File: src/rtl/ray_pkg.sv
// Shared types and constants for the ray traverser.
package ray_pkg;

    localparam int WIDTH         = 16;
    localparam int MATERIAL_BITS = 8;

    // Three coordinate components, element [i] is one WIDTH-bit component.
    typedef logic [2:0][WIDTH-1:0] vec3_t;

    typedef enum logic [2:0] {
        IDLE,
        LOOKUP,
        START,
        WAIT,
        RESULT
    } traverser_state_t;

endpackage

File: src/rtl/ray_traverser.sv
// Marches one ray through a voxel space: look up the voxel at the current
// point, step across it if empty, repeat until hit, exit or budget exhausted.
//
// state  | meaning
// -------+------------------------------------------------------------
// IDLE   | waiting for a ray from the generator
// LOOKUP | voxel lookup outstanding for point q
// START  | one-cycle stepper start with q, v and the voxel AABB
// WAIT   | stepper busy; AABB held until stepDone
// RESULT | result offered downstream, fields frozen
module ray_traverser
    import ray_pkg::*;
#(
    parameter int WIDTH     = 16,
    parameter int MAX_STEPS = 64,
    parameter int STEP_BITS = 7
) (
    input  logic                          clock,
    input  logic                          reset,
    input  logic                          rayValid,
    output logic                          rayReady,
    input  logic [2:0][WIDTH-1:0]         rayQ,
    input  logic [2:0][WIDTH-1:0]         rayV,
    output logic                          lookupReq,
    output logic [2:0][WIDTH-1:0]         lookupPoint,
    input  logic                          lookupAck,
    input  logic                          lookupOccupied,
    input  logic [MATERIAL_BITS-1:0]      lookupMaterial,
    input  logic [2:0][WIDTH-1:0]         lookupL,
    input  logic [2:0][WIDTH-1:0]         lookupU,
    output logic                          stepStart,
    output logic [2:0][WIDTH-1:0]         stepQ,
    output logic [2:0][WIDTH-1:0]         stepV,
    output logic [2:0][WIDTH-1:0]         stepL,
    output logic [2:0][WIDTH-1:0]         stepU,
    input  logic                          stepDone,
    input  logic                          stepOutOfBounds,
    input  logic [2:0][WIDTH-1:0]         stepVp,
    output logic                          resultValid,
    input  logic                          resultReady,
    output logic                          resultHit,
    output logic                          resultTimeout,
    output logic [2:0][WIDTH-1:0]         resultPoint,
    output logic [MATERIAL_BITS-1:0]      resultMaterial,
    output logic [STEP_BITS-1:0]          resultSteps
);

    traverser_state_t             state;
    logic [2:0][WIDTH-1:0]        q;
    logic [2:0][WIDTH-1:0]        v;
    logic [2:0][WIDTH-1:0]        l;
    logic [2:0][WIDTH-1:0]        u;
    logic [STEP_BITS-1:0]         count;
    logic                         hit;
    logic                         timeout;
    logic [MATERIAL_BITS-1:0]     material;

    // q always holds the final point once RESULT is reached (the hit voxel
    // point, the exit point, or the stalled point), so the datapath
    // registers drive the outputs directly.
    assign lookupPoint    = q;
    assign stepQ          = q;
    assign stepV          = v;
    assign stepL          = l;
    assign stepU          = u;
    assign resultHit      = hit;
    assign resultTimeout  = timeout;
    assign resultPoint    = q;
    assign resultMaterial = material;
    assign resultSteps    = count;

    // Traversal FSM with registered handshake outputs and datapath updates.
    always_ff @(posedge clock or posedge reset) begin
        if (reset) begin
            state       <= IDLE;
            rayReady    <= 1'b1;
            lookupReq   <= 1'b0;
            stepStart   <= 1'b0;
            resultValid <= 1'b0;
            q           <= '0;
            v           <= '0;
            l           <= '0;
            u           <= '0;
            count       <= '0;
            hit         <= 1'b0;
            timeout     <= 1'b0;
            material    <= '0;
        end else begin
            case (state)
                IDLE: begin
                    if (rayValid) begin
                        q         <= rayQ;
                        v         <= rayV;
                        count     <= '0;
                        hit       <= 1'b0;
                        timeout   <= 1'b0;
                        material  <= '0;
                        rayReady  <= 1'b0;
                        lookupReq <= 1'b1;
                        state     <= LOOKUP;
                    end
                end
                LOOKUP: begin
                    if (lookupAck) begin
                        lookupReq <= 1'b0;
                        if (lookupOccupied) begin
                            hit         <= 1'b1;
                            material    <= lookupMaterial;
                            resultValid <= 1'b1;
                            state       <= RESULT;
                        end else begin
                            l         <= lookupL;
                            u         <= lookupU;
                            stepStart <= 1'b1;
                            state     <= START;
                        end
                    end
                end
                START: begin
                    stepStart <= 1'b0;
                    count     <= count + STEP_BITS'(1);
                    state     <= WAIT;
                end
                WAIT: begin
                    if (stepDone) begin
                        if (stepOutOfBounds) begin
                            q           <= stepVp;
                            resultValid <= 1'b1;
                            state       <= RESULT;
                        end else if (stepVp == q) begin
                            // A stalled stepper would loop forever; report it as a timeout.
                            timeout     <= 1'b1;
                            resultValid <= 1'b1;
                            state       <= RESULT;
                        end else if (count == STEP_BITS'(MAX_STEPS)) begin
                            timeout     <= 1'b1;
                            q           <= stepVp;
                            resultValid <= 1'b1;
                            state       <= RESULT;
                        end else begin
                            q         <= stepVp;
                            lookupReq <= 1'b1;
                            state     <= LOOKUP;
                        end
                    end
                end
                RESULT: begin
                    if (resultReady) begin
                        resultValid <= 1'b0;
                        rayReady    <= 1'b1;
                        state       <= IDLE;
                    end
                end
                default: begin
                    state <= IDLE;
                end
            endcase
        end
    end

endmodule

File: config.mk
export PLATFORM = sky130hd
export DESIGN_NAME = ray_traverser
export DESIGN_NICKNAME = d
export VERILOG_FILES = /design/src/rtl/ray_pkg.sv /design/src/rtl/ray_traverser.sv
export SDC_FILE = /design/constraint.sdc
export NUM_CORES = 1
export LEC_CHECK = 0
export CAP_MARGIN = 0
export CORE_AREA = 2 2 222 224
export CTS_CLUSTER_DIAMETER = 150
export DETAILED_ROUTE_END_ITERATION = 12
export DIE_AREA = 0 0 224 226
export GPL_ROUTABILITY_DRIVEN = 0
export PLACE_DENSITY = 0.62
export SYNTH_ARGS = -nofsm -noshare
export SYNTH_HDL_FRONTEND = slang
export SYNTH_SLANG_ARGS = --single-unit
File: constraint.sdc
create_clock -name clock -period 23.5 [get_ports clock]
set_clock_uncertainty 0.15 [all_clocks]
set_input_delay 5.875 -clock clock [delete_from_list [all_inputs] [get_ports clock]]
set_output_delay 5.875 -clock clock [all_outputs]
set_load 0.01 [all_outputs]
==> metrics <==
status completed; detailed placer's ending HPWL 29.8 mm; synthesis-to-layout area growth 58.7%; post-synth net total 1302; synthesis warning total 0; reported net switching power 829 uW; internal cell power 1460 uW; portion of synthesized cell area occupied by the leading cell type 48.9%; clock network latency to the later pin of the worst-skew pair 0.56 ns; commonest cells after routing, fill and taps aside clkdlybuf4s50_1 (563), dfrtp_1 (215), nand2_1 (173), mux2_1 (97), a31oi_1 (52); count of standard-cell rows 81; number of enable flip-flop cells after synthesis 0; area after detailed placement 16500 um2; total overflow reported by the global router 0; CP required 23.82 ns; final worst path period need 8.90 ns; fraction of synthesized cell area in xor and xnor cells 3.82%; number of nets in the layout 1735; Antenna Violating Nets Remaining 0; setup TNS after final layout 0 ns; final WL 41.4 mm; cell type with the highest aggregate area in the netlist dfrtp_1; post-DR vias/cell 4.51; share of total power consumed by net switching 36.2%; number of setup violations in the final report 0; number of different library cells in the post-synthesis netlist 42; floorplan die height 226 um; Inserted Clock Buffers 27; mapped cell area 11000 um2; routed length per instance 19.5 um; Die Area 50600 um2; H-tree lvl count 1; post-synthesis compound-gate area fraction 8.59%; worst relative slew slack 19.1%; cell area after layout 17500 um2; RSZ-0062 raised after global routing no; maximum resistive drop on vdd 0.0625 mV; CTS resizes 0; total power density per cell area 131 nW/um2; number of vias after detailed routing 9569; Hold/Removal Path Class reg -> reg; Mean Syn Cell Area 10.5 um2; max-slew violation count 0; fraction of power consumed by sequential logic 31.0%; Post CTS Setup Buffer Count 0; Iter 0 DRT Violations 593; data arrival time at the worst-slack endpoint 9.22 ns; part of the power in the clock network 19.5%; routed metal-1 wirelength 17.7 mm; global-route wire length before repair 60.8 mm; post-synthesis sequential element count 216; worst slack, placed 13.99 ns; part of the cycle the worst path needs 37.9%; crit path capture type flop; share of synthesized area spent on multiplexers 14.5%; number of antenna violations at the first check in global routing 5; most frequent standard cell in the layout excluding fill and tap cells clkdlybuf4s50_1; slack of the critical path 14.60 ns; Max Clock Freq 112 MHz; final hold viol count 0; hold buffer count at cts 0; GRT Total Usage 15.6%; drt first pass iters 4; Post-synth top flop dfrtp_1; DIE WIDTH 224 um; dominant cells by area after synthesis dfrtp_1 (49%), mux2_1 (9.9%), buf_4 (6.6%); crit-path max FO 51; DRC errors left 0; uppermost metal layer occupied by signal nets met5; CTS root buf clkbuf_16; adder and majority cell fraction of the synthesized area 0.227%; Comb power frac 49.6%; clock-pin slew of the registers on the worst-case setup and hold paths 0.06 ns; share of final-layout standard cells stronger than drive strength 1 4.47%; largest family of logic cells by synthesized area multiplexers; Synth Area in Simple Gates 14.3%; area of the placeable core 48300 um2; pin count of the biggest net entering global routing 99; fraction of synthesis flops using an asynchronous set or reset pin 100%; maximum count of clock buffers along a single path 3; measured slew at the worst slew-check pin 1.20 ns; clock sink count 216; startpoint class of the critical path input pin; leakage power total 0.00737 uW; IO buf count 564; vias in the first global route 9811; max capacitance violation total 0; Detail Route met3 WL 2.78 mm; I/O pin total 565; initial cell density of the core 22.8%; detailed-routed wire length on met2 20.1 mm; sequential area share after synthesis 49.1%; synthesized instance count 1044; TritonCTS clock tree yes; CP Class in -> reg
[Yosys cell counts, drive strengths merged (2+ instances only)]
cell type,count
nand4,5
mux2,97
clkbuf,53
ha,2
dfrtp,215
o31ai,2
or3,51
xor2,48
nor2,13
nand2b,50
buf,116
inv,5
and3,2
a31oi,52
nor3,3
o21ai,16
mux2i,50
nor2b,3
nand2,175
and2,2
nor4,13
o41ai,49
a21oi,6
[power by group through the flow]
stage / clock, uW / combinational [uW] / sequential [uW]
final: 446 / 1140 / 710
after global routing: 479 / 1220 / 737
after CTS: 461 / 1150 / 712
after detailed placement: 0 / 1150 / 715
after global placement: 0 / 1140 / 704
after floorplan: 0 / 509 / 754
[worst paths after layout]
check | from | endpoint | slack [ns] | cells after the start
max | stepVp[15] | lookupPoint[42]$_DFFE_PP0P_ | 14.60 | 7
min | stepV[0]$_DFFE_PP0P_ | stepV[0]$_DFFE_PP0P_ | 0.32 | 2
max reg2reg | lookupPoint[2]$_DFFE_PP0P_ | lookupPoint[42]$_DFFE_PP0P_ | 19.89 | 6
min reg2reg | stepV[0]$_DFFE_PP0P_ | stepV[0]$_DFFE_PP0P_ | 0.32 | 2
max in group asynchronous | reset | stepV[21]$_DFFE_PP0P_ | 15.31 | 4
min in group asynchronous | reset | stepU[17]$_DFFE_PP0P_ | 5.64 | 2
[state kept, by name, summed over array words and instances, names as in the netlist]
| name | cells |
|---|---|
| stepStart | 1 |
| resultMaterial | 8 |
| lookupReq | 1 |
| resultHit | 1 |
| state | 3 |
| rayReady | 1 |
| stepU | 48 |
| resultTimeout | 1 |
| stepL | 48 |
| resultValid | 1 |
| resultSteps | 7 |
| lookupPoint | 48 |
| stepV | 48 |
[per-stage QoR]
| stage | hold slack [ns] | util, % | instances | power [uW] |
|---|---|---|---|---|
| 6_report | 0.319 | 36.1 | 2122 | 2290 |
| 5_1_grt | 0.352 | 36.1 | 2122 | 2440 |
| 4_1_cts | 0.328 | 36.1 | 2120 | 2330 |
| 3_5_place_dp | 0.312 | 34.1 | 2070 | 1870 |
| 3_3_place_gp | 0.307 | 34.1 | 2070 | 1840 |
| 2_1_floorplan | 0.363 | - | 1044 | 1260 |
[routing by layer]
metal  up-vias  track usage [%]
met2       397             25.9
met1      4683             20.3
met5         -                0
li1       4429                -
met3        54             3.36
met4         6             4.24
[kinds of logic after synthesis]
kind of cell	Yosys count
buffers and inverters	174
AO/OA/AOI/OAI	133
flip-flops	216
multiplexers	147
XOR/XNOR	48
AND/OR/NAND/NOR	324
adder cells (fa/ha/maj)	2
[cell type report]
class | instances | area [um2]
fillers | 4798 | 30900
repair buffers | 573 | 5710
flip-flops and latches | 216 | 5410
multi-input cells | 654 | 4580
well taps | 622 | 778
clock buffers | 35 | 766
clock inverters | 15 | 193
inverters | 5 | 26.3
diodes | 2 | 5.00
[critical path, stage by stage]
cell	delay, ns
clkdlybuf4s50_1	0.44
xor2_1	0.18
nor4_1	1.02
nand4_1	0.17
buf_4	0.40
or4_4	0.81
a31oi_1	0.28
Power figures use the tool's default switching activity.
==> patch: new RTL, config.mk and constraints unchanged <==
Encoding of `traverser_state_t`: now one-hot (5 bits for 5 states).
--- a/src/rtl/ray_pkg.sv
+++ b/src/rtl/ray_pkg.sv
@@ -8,10 +8,10 @@
     typedef logic [2:0][WIDTH-1:0] vec3_t;
 
-    typedef enum logic [2:0] {
-        IDLE,
-        LOOKUP,
-        START,
-        WAIT,
-        RESULT
+    typedef enum logic [4:0] {
+        IDLE   = 5'b00001,
+        LOOKUP = 5'b00010,
+        START  = 5'b00100,
+        WAIT   = 5'b01000,
+        RESULT = 5'b10000
     } traverser_state_t;
 
Function: no difference found for any inputs over 4 cycles, from zero or initial values and one cycle with reset high; so few cycles prove little.
==> patch against the unedited design <==
Sequential power fell by 1%. Global-route usage shrank 2.5 points. Setup slack better by 0.45 ns. Synthesized area shrank 6.7%. Routed wire length shrank 16%. Design area is 3.7% lower. Sequential cell count rose by 2. Power is 3.4% lower. Largest cell class unchanged.
==> patch: results <==
set metrics [dict create \
    status "finished clean" \
    antenna_found_initial 2 \
    postSynthCellCount 858 \
    synth_area_leaders "dfrtp_1 53%, mux2_2 18%, buf_4 7.2%" \
    synth_nets 1116 \
    drtIter0Drc 289 \
    use_met3_pct 3.70 \
    nFillCells 4855 \
    grt_pass1_wl_um 51000 \
    synth_cell_types 38 \
    peakVddDrop_v 0.0000590 \
    dr_total_vias 8057 \
    grt_use_total_pct 13.1 \
    power_leakage_nw 7.04 \
    grt_max_degree 102 \
    placed_cells 1918 \
    worstPathMaxFanout 48 \
    max_slew_margin_pct 24.7 \
    met1_usage_pct 15.7 \
    hpwl_um 26400 \
    wl_per_cell_um 17.6 \
    r2r_slack_ns 19.63 \
    seq_area_frac_synth_pct 53.1 \
    ys_top_cells_by_count "216 x dfrtp_1, 173 x nand2_1, 161 x mux2_2, 99 x buf_4, 36 x xor2_1" \
    cts_buffers 28 \
]
patch: changes by cell type after synthesis, sizes merged, moves of 49 or more:
cell    delta
a31oi     -50
mux2      +95
mux2i     -49
o41ai     -49
nand2b    -50
or3       -51
patch: tightest hold or removal path, delay by kind of cell (launching register included):
family           cells  cell delay, ns
and+or+nand+nor      2            0.10
DFF                  1            0.34
patch: path summary, 6_finish.rpt:
path / from / end
worst max-delay path: stepVp[15] / lookupPoint[5]$_DFFE_PP0P_
worst min-delay path: stepV[13]$_DFFE_PP0P_ / stepV[13]$_DFFE_PP0P_
worst max register to register: state[3]$_DFFE_PP0P_ / stepU[37]$_DFFE_PP0P_
worst min register to register: stepV[13]$_DFFE_PP0P_ / stepV[13]$_DFFE_PP0P_
max in group asynchronous: reset / stepU[16]$_DFFE_PP0P_
min in group asynchronous: reset / stepU[17]$_DFFE_PP0P_
patch: logic make-up after synthesis:
logic type / count (synthesis) / synth area share (%)
compound gates: 31 / 2.00
xor+xnor: 54 / 4.61
fa+ha+maj: 2 / 0.244
buf+inv: 135 / 8.91
flops: 218 / 53.1
mux: 193 / 21.9
simple gates: 225 / 9.21
patch: cell type report:
type                       count  area share (%)
timing repair buffer         570            33.8
tap                          622            4.62
clock inverter                16            1.20
clock buffer                  35            4.50
antenna                        1          0.0149
multi-input combinational    505            23.3
inverter                       3           0.112
sequential                   218            32.4
patch: per-layer routing:
metal	vias to the layer above	wire (um)
li1	3742	-
met1	3929	13800
met2	336	17400
met3	48	2630
met4	2	837
met5	-	13
patch: through the flow:
| stage | setup WS [ns] | utilization (%) | hold WS, ns | instance area (sq um) | total power, mW |
|---|---|---|---|---|---|
| after floorplan | 11.51 | - | 0.335 | 10300 | 1.24 |
| after global placement | 14.31 | 32.8 | 0.306 | 15900 | 1.78 |
| after detailed placement | 14.32 | 32.8 | 0.311 | 15900 | 1.80 |
| after CTS | 14.92 | 34.8 | 0.326 | 16800 | 2.25 |
| after global routing | 14.72 | 34.8 | 0.344 | 16800 | 2.34 |
| final | 15.05 | 34.8 | 0.323 | 16800 | 2.21 |
patch: report_power, final:
part / internal, mW / switching, mW / leakage, nW
Combinational: 0.651 / 0.424 / 3.89
Clock: 0.263 / 0.174 / 0.458
Sequential: 0.551 / 0.151 / 2.70
Total: 1.47 / 0.749 / 7.04
